[config.mk]
export PLATFORM = sky130hd
export DESIGN_NAME = hazard_ctrl
export DESIGN_NICKNAME = d
export VERILOG_FILES = /design/src/rtl/hazard_ctrl_pkg.sv /design/src/rtl/hazard_ctrl_perf_cnt.sv /design/src/rtl/hazard_ctrl.sv
export SDC_FILE = /design/constraint.sdc
export NUM_CORES = 1
export LEC_CHECK = 0
export BUFFER_PORTS_ARGS = -buffer_cell sky130_fd_sc_hd__buf_2
export CORE_MARGIN = 1
export CORE_UTILIZATION = 45
export CTS_BUF_LIST = sky130_fd_sc_hd__clkbuf_8
export DETAILED_ROUTE_END_ITERATION = 16
export MAX_ROUTING_LAYER = met4
export PLACE_DENSITY = 0.75
export SETUP_SLACK_MARGIN = 0.2
export SYNTH_ARGS = -nofsm -noshare
export SYNTH_HDL_FRONTEND = slang
export SYNTH_SLANG_ARGS = --single-unit
[constraint.sdc]
create_clock -name clk -period 5.8 [get_ports clk]
set_clock_uncertainty 0.15 [all_clocks]
set_input_delay 1.16 -clock clk [delete_from_list [all_inputs] [get_ports clk]]
set_output_delay 1.16 -clock clk [all_outputs]
set_load 0.01 [all_outputs]
[src/rtl/hazard_ctrl_pkg.sv]
// -----------------------------------------------------------------------------
// pipes -- shared types for the pipeline hazard controller.
//   ctrl_state_t  : redirect FSM state (RUN, REDIR_PEND)
//   hazard_ctrl_t : stall / bubble / flush bundle driven to the pipeline regs
//   HC_NONE       : the all-quiet bundle used for idle cycles and reset
// -----------------------------------------------------------------------------
package pipes;

    localparam int unsigned PC_W        = 64;
    localparam int unsigned STALL_CNT_W = 64;
    localparam int unsigned FLUSH_CNT_W = 32;

    typedef enum logic {
        RUN        = 1'b0,
        REDIR_PEND = 1'b1
    } ctrl_state_t;

    typedef struct packed {
        logic stall_f;
        logic stall_d;
        logic stall_e;
        logic stall_m;
        logic bubble_d;
        logic bubble_e;
        logic bubble_m;
        logic bubble_w;
        logic flush_d;
    } hazard_ctrl_t;

    localparam hazard_ctrl_t HC_NONE = 9'b0_0000_0000;

endpackage

[src/rtl/hazard_ctrl_perf_cnt.sv]
// -----------------------------------------------------------------------------
// perf_cnt -- free-running event counter, wraps at 2^WIDTH.
//   clk   : clock
//   clear : synchronous clear, wins over en
//   en    : count this cycle
//   count : registered count; the value seen in cycle N+1 includes cycle N
// -----------------------------------------------------------------------------
module perf_cnt #(
    parameter int unsigned WIDTH = 32
) (
    input  logic             clk,
    input  logic             clear,
    input  logic             en,
    output logic [WIDTH-1:0] count
);

    logic [WIDTH-1:0] count_r;

    // Count register with synchronous clear.
    always_ff @(posedge clk) begin
        if (clear) begin
            count_r <= {WIDTH{1'b0}};
        end else if (en) begin
            count_r <= count_r + {{(WIDTH-1){1'b0}}, 1'b1};
        end else begin
            count_r <= count_r;
        end
    end

    assign count = count_r;

endmodule

[src/rtl/hazard_ctrl.sv]
// -----------------------------------------------------------------------------
// hazard_ctrl -- pipeline stall / bubble / flush / redirect controller.
//   Inputs : clk, reset (sync, active-high), if_wait, lu_hazard, mdu_start,
//            mdu_done, mem_req, mem_ok, br_taken, br_target[63:0]
//   Outputs: stall_f/d/e/m, bubble_d/e/m/w, flush_d, redirect_valid,
//            redirect_pc[63:0], stall_cnt[63:0], flush_cnt[31:0]
// Priority per cycle: mem busy > mdu busy > branch/pending redirect >
// load-use > fetch wait. A taken branch while fetch is still waiting is
// parked in REDIR_PEND with its target latched, and the redirect is issued
// in the first cycle fetch is free again.
// -----------------------------------------------------------------------------
module hazard_ctrl
    import pipes::*;
(
    input  logic        clk,
    input  logic        reset,
    input  logic        if_wait,
    input  logic        lu_hazard,
    input  logic        mdu_start,
    input  logic        mdu_done,
    input  logic        mem_req,
    input  logic        mem_ok,
    input  logic        br_taken,
    input  logic [63:0] br_target,
    output logic        stall_f,
    output logic        stall_d,
    output logic        stall_e,
    output logic        stall_m,
    output logic        bubble_d,
    output logic        bubble_e,
    output logic        bubble_m,
    output logic        bubble_w,
    output logic        flush_d,
    output logic        redirect_valid,
    output logic [63:0] redirect_pc,
    output logic [63:0] stall_cnt,
    output logic [31:0] flush_cnt
);

    ctrl_state_t             state_r;
    ctrl_state_t             state_nxt_s;
    logic [PC_W-1:0]         pc_r;
    logic [PC_W-1:0]         pc_nxt_s;
    hazard_ctrl_t            ctl_s;
    logic                    redirect_valid_s;
    logic [PC_W-1:0]         redirect_pc_s;
    logic                    flush_inc_s;
    logic                    mem_busy_s;
    logic                    mdu_busy_s;
    logic [STALL_CNT_W-1:0]  stall_cnt_r;
    logic [FLUSH_CNT_W-1:0]  flush_cnt_r;

    assign mem_busy_s = mem_req & ~mem_ok;
    assign mdu_busy_s = mdu_start & ~mdu_done;

    // State and latched redirect target register.
    always_ff @(posedge clk) begin
        if (reset) begin
            state_r <= RUN;
            pc_r    <= 64'h0;
        end else begin
            state_r <= state_nxt_s;
            pc_r    <= pc_nxt_s;
        end
    end

    // Next-state logic; a mem or mdu stall freezes the FSM and the latched pc.
    always_comb begin
        state_nxt_s = state_r;
        pc_nxt_s    = pc_r;
        if (mem_busy_s || mdu_busy_s) begin
            state_nxt_s = state_r;
        end else begin
            case (state_r)
                RUN: begin
                    if (br_taken && if_wait) begin
                        state_nxt_s = REDIR_PEND;
                        pc_nxt_s    = br_target;
                    end else begin
                        state_nxt_s = RUN;
                    end
                end
                REDIR_PEND: begin
                    // A br_taken here is a protocol error and is ignored.
                    if (!if_wait) begin
                        state_nxt_s = RUN;
                    end else begin
                        state_nxt_s = REDIR_PEND;
                    end
                end
                default: begin
                    state_nxt_s = RUN;
                end
            endcase
        end
    end

    // Output decode in priority order; everything is quiet while in reset.
    always_comb begin
        ctl_s            = HC_NONE;
        redirect_valid_s = 1'b0;
        redirect_pc_s    = 64'h0;
        flush_inc_s      = 1'b0;
        if (reset) begin
            ctl_s = HC_NONE;
        end else if (mem_busy_s) begin
            // Execute is held, so a branch there will be re-presented.
            ctl_s.stall_f  = 1'b1;
            ctl_s.stall_d  = 1'b1;
            ctl_s.stall_e  = 1'b1;
            ctl_s.stall_m  = 1'b1;
            ctl_s.bubble_w = 1'b1;
        end else if (mdu_busy_s) begin
            ctl_s.stall_f  = 1'b1;
            ctl_s.stall_d  = 1'b1;
            ctl_s.stall_e  = 1'b1;
            ctl_s.bubble_m = 1'b1;
        end else if (state_r == REDIR_PEND) begin
            if (if_wait) begin
                ctl_s.stall_f = 1'b1;
                ctl_s.flush_d = 1'b1;
            end else begin
                redirect_valid_s = 1'b1;
                redirect_pc_s    = pc_r;
            end
        end else if (br_taken) begin
            ctl_s.flush_d  = 1'b1;
            ctl_s.bubble_e = 1'b1;
            flush_inc_s    = 1'b1;
            if (!if_wait) begin
                redirect_valid_s = 1'b1;
                redirect_pc_s    = br_target;
            end else begin
                redirect_valid_s = 1'b0;
            end
        end else if (lu_hazard) begin
            ctl_s.stall_f  = 1'b1;
            ctl_s.stall_d  = 1'b1;
            ctl_s.bubble_e = 1'b1;
        end else if (if_wait) begin
            ctl_s.stall_f  = 1'b1;
            ctl_s.bubble_d = 1'b1;
        end else begin
            ctl_s = HC_NONE;
        end
    end

    perf_cnt #(.WIDTH(STALL_CNT_W)) u_stall_cnt (
        .clk   (clk),
        .clear (reset),
        .en    (ctl_s.stall_f),
        .count (stall_cnt_r)
    );

    perf_cnt #(.WIDTH(FLUSH_CNT_W)) u_flush_cnt (
        .clk   (clk),
        .clear (reset),
        .en    (flush_inc_s),
        .count (flush_cnt_r)
    );

    assign stall_f        = ctl_s.stall_f;
    assign stall_d        = ctl_s.stall_d;
    assign stall_e        = ctl_s.stall_e;
    assign stall_m        = ctl_s.stall_m;
    assign bubble_d       = ctl_s.bubble_d;
    assign bubble_e       = ctl_s.bubble_e;
    assign bubble_m       = ctl_s.bubble_m;
    assign bubble_w       = ctl_s.bubble_w;
    assign flush_d        = ctl_s.flush_d;
    assign redirect_valid = redirect_valid_s;
    assign redirect_pc    = redirect_pc_s;
    // Counters read as zero during reset like every other output.
    assign stall_cnt      = reset ? 64'h0 : stall_cnt_r;
    assign flush_cnt      = reset ? 32'h0 : flush_cnt_r;

endmodule

Word level (Yosys, flattened, before mapping)

Index checks and enable logic that the tools add are counted.
W data, S select, Z words.

Word-level logic and storage cells: 70
Input bits: 73
Register bits: 161

Reductions and logical operators: 3
Mux-type cells: 55
Add/subtract/negate cells: 2
Bitwise operators: 6

Operator list:

| kind                    | number |
|---|---|
| $mux W64                | 8 |
| $add A64 B1 Y64 const B | 1 |
| $mux W3                 | 11 |
| $add A32 B1 Y32 const B | 1 |
| $mux W32                | 1 |
| $mux W4                 | 7 |
| $mux W1                 | 21 |
| $mux W9                 | 1 |
| $mux W7                 | 1 |
| $mux W2                 | 3 |
| $mux W5                 | 1 |
| $not A1 Y1              | 4 |
| $reduce_and A3 Y1       | 1 |
| $and A1 B1 Y1           | 2 |
| $pmux W1 S2             | 1 |
| $logic_and A1 B1 Y1     | 1 |
| $logic_or A1 B1 Y1      | 1 |

Logic depth before layout (Yosys ltp)

Depth in word-level cells: 12
Depth in mapped cells: 7
Mapped depth without buffers: 6

By module

Synthesis repeated with hierarchy kept, for this count alone.

Cells, all modules: 1125
Area, all modules: 9288.9 um^2

Modules (own cells, without submodules):

| module                  | times used | area an instance (um^2) | sequential area each (um^2) | cells an instance |
|---|---|---|---|---|
| hazard_ctrl             | 1          | 4631.9                  | 1301.2                      | 569 |
| perf_cnt at u_stall_cnt | 1          | 3093.0                  | 1281.2                      | 375 |
| perf_cnt at u_flush_cnt | 1          | 1564.0                  | 640.6                       | 181 |

Worst setup path before layout

Ideal clock, no wire load.

Path kind: input -> output
From: in reset
To: out stall_m
Stages on the path: 6
Buffers on the path: 5
Slack: 1.906 ns
Arrival: 2.584 ns
Path through: clkbuf_1 clkbuf_1 clkbuf_1 clkbuf_1 nor2_1 buf_4

Longest elaborated chain between the ends: 1

RTL lines:

| element            | line               | RTL |
|---|---|---|
| start: declaration | hazard_ctrl.sv:16  | `input logic reset,` |
| $mux W9            | hazard_ctrl.sv:104 | `if (reset) begin` |
| end: declaration   | hazard_ctrl.sv:28  | `output logic stall_m,` |

No other way between the ends.

Worst setup path after layout

From: in reset
To: out redirect_pc[7]

Longest elaborated chain between the ends: 1

RTL lines:

| element          | line               | RTL |
|---|---|---|
| $mux W64         | hazard_ctrl.sv:104 |  |
| end: declaration | hazard_ctrl.sv:35  | `output logic [63:0] redirect_pc,` |

No other way between the ends.

==> run metrics <==
dominant delay contributor by cell family on the critical path=buffers and inverters; Reg power frac=50.2%; total gr overflow=0; die height=140 um; Int Pwr=1.68 mW; cell row count=50; HP Start=pc_r[27]; vias per std cell=5.62; total CTS buffers=17; maxcap violations=0; Root Driver=clkbuf_8; r2r setup slk=2.66 ns; power after layout=2.27 mW; count of final hold-check violations=0; Warnings, synthesis=0; crit path DAT=3.27 ns; min Tclk post-route=4.58 ns; Seq/Total Area, Yosys=37.6%; critical path fanouts, max=80; Fin Setup TNS=0 ns; logic gate share of total power=9.5%; vias after detailed routing=8751; worst path cell trace=buf_6, clkinv_1, nand2_1, nor3_2, buf_4, a22o_1, buf_2; main combinational cell family by area after synthesis=simple AND/OR/NAND/NOR gates; Reg2Reg Depth=6; post-cts resize count=0; Mean Syn Cell Area=7.72 um^2; Hold WC Path Type=reg2reg; core region area=18700 um^2; EDFF count, synth=0; DRT antenna net count=0; dominant synthesized flop cell=dfxtp_1; global-route wire length before repair=39300 um; Post-Route WL=24700 um; clk slew on worst S/H paths=0.10 ns; CTS tree=built; top-area cell type share of the netlist area=37.6%; Post-CTS Setup Bufs=0; Layout area overhead=20.5%; switch share=26.2%; Worst path max stage delay=0.63 ns; Post-Syn Nets=1187; WHS Endpoint=pc_r[27]; WHS Path Cells=2; # clock sinks=161; largest area contributor in the netlist=dfxtp_1; worst slack at placement=1.24 ns; Worst Path Required=4.49 ns; gr usage total=25.5%; fin area=10300 um^2; Synth Area in Compound Gates=17.9%; Port Buffers=242; final slew viol count=0; Setup Viol. Count Final=0; element type at the critical path end=output pin; outcome=complete, no violations; gpl congestion=0.894; Power Dens Cells=220 nW/um^2; Setup crit start kind=primary input; die area=19600 um^2; Clock Latency Late Sink=0.46 ns; flops & latches, synth=161; Worst Path Buf+Inv=4; placed cell areas=9910 um^2; Antenna diodes=0; Post-CTS Hold Fix Bufs=0; dpl hpwl=17300 um; Placed Cells=1527; setup slack after layout=1.22 ns; Max Clk Rate=0.218 GHz; area share of and/or/nand/nor cells after synthesis=33.4%; Initial Util=45.9%; H-tree depth=4; Synth Area in XOR/XNOR=4.59%; nets@finish=1387; critical path class=in2out; R2R Path End=u_stall_cnt.count[52]; worst r2r src=state_r; initial DRC count=592; Mapped Area=8580 um^2; Post-Layout Cell Count=1557; vias in the first global route=7842; synthesized instance count=1112; Slew @ Worst Pin=1.05 ns; Slowest cell on crit path=nand2_1; Tcrit/Tclk final=79.0%; Pleak=4.04 nW; Switch Pwr=597 uW; routed len/inst=15.9 um; ratio of cells with drive above 1 in the final layout=23.6%; Max VDD drop=0.000134 V; Adder-Cell Fraction of Synth Area=0.292%; largest net degree at the start of global routing=178; Post-route DRC=0; Die X=140 um; CTS Buffer Depth=2; Pre-antenna DRT Iters=5; Boundary Pins=243; worst rel slew slack=29.6%; antenna violations before repair=0; most common cell after layout, fill and taps aside=buf_2; clock share of power=40.2%; synth unique cells=62; RSZ-0062 raised after global routing=no; ranking of synthesized cells by area=dfxtp_1, nand2_1, nor2b_1; FFs w/ async S/R, synth=0%; commonest non-fill, non-tap cells in the layout=buf_2, dfxtp_1, nand2_1, nor2_1, a21oi_1; Fill cells=1777; post-synthesis mux area share=2.08%
==> flip-flops by register name (all words and copies together) (netlist names) <==
signal	flops
u_stall_cnt.count	64
u_flush_cnt.count	32
pc_r	64
state_r	1
==> routing by layer <==
layer | wire [um] | GRT usage, %
met1 | 10700 | 32.2
met2 | 12000 | 41.4
met3 | 1700 | 4.68
met4 | 361 | 7.92
met5 | 0 | -
==> through the flow <==
| stage | hold slack [ns] | util [%] |
|---|---|---|
| 6_report | 0.311 | 55.3 |
| 5_1_grt | 0.330 | 55.3 |
| 4_1_cts | 0.312 | 55.3 |
| 3_5_place_dp | 0.300 | 53.0 |
| 3_3_place_gp | 0.292 | 53.0 |
| 2_1_floorplan | 0.286 | - |
==> Yosys cell counts (all sizes together) (2+ instances only) <==
master,instances
a22oi,43
or4,7
o21a,5
nand4,39
dfxtp,161
nor2b,85
and3,5
or3,27
a2111oi,5
ha,2
o21ai,31
nand2,160
and2,4
and4,9
nand2b,3
o211ai,4
xnor2,30
a211oi,5
xor2,15
buf,14
nand3,34
or2,3
nor4,22
a22o,20
a21oi,102
nor3,23
inv,20
clkbuf,55
nor2,135
mux2,15
o31ai,5
o2111ai,14
==> cell families (layout without fill, tap and decap cells) <==
family / count (synthesis) / after routing
and+or+nand+nor: 561 / 561
AOI/OAI and AO/OA: 237 / 237
DFF: 161 / 161
buffers and inverters: 90 / 301
xor gates and xnor gates: 45 / 45
muxes: 16 / 16
adders and majority gates: 2 / 2
==> power by group through the flow <==
stage          combinational, mW  clock [mW]  sequential [mW]
2_1_floorplan              0.133           0             1.16
3_3_place_gp               0.213           0             1.17
3_5_place_dp               0.216           0             1.17
4_1_cts                    0.216       0.931             1.14
5_1_grt                    0.238       0.979             1.15
6_report                   0.216       0.915             1.14
==> layout make-up <==
type	count	area, um^2	area share [%]
multi-input combinational	861	5020	48.6
sequential	161	3220	31.2
timing repair buffer	250	1290	12.5
tap	234	293	2.83
clock buffer	18	248	2.40
clock inverter	12	184	1.78
inverter	21	78.8	0.762
==> worst min-delay path: cells and delay by family (launching register included) <==
family | cells | cell delay (ns)
flip-flops | 1 | 0.32
AND/OR/NAND/NOR | 1 | 0.05
AO/OA/AOI/OAI | 1 | 0.05
==> worst max path at each step <==
stage	startpoint	to	slack [ns]	depth (start not counted)
after floorplan	reset	stall_m	1.91	6
after global placement	reset	redirect_pc[15]	1.34	7
after detailed placement	reset	redirect_pc[7]	1.24	7
after CTS	reset	redirect_pc[7]	1.22	7
after global routing	reset	redirect_pc[19]	0.99	7
final	reset	redirect_pc[7]	1.22	7
No activity file was read; power rests on OpenSTA's default activity.
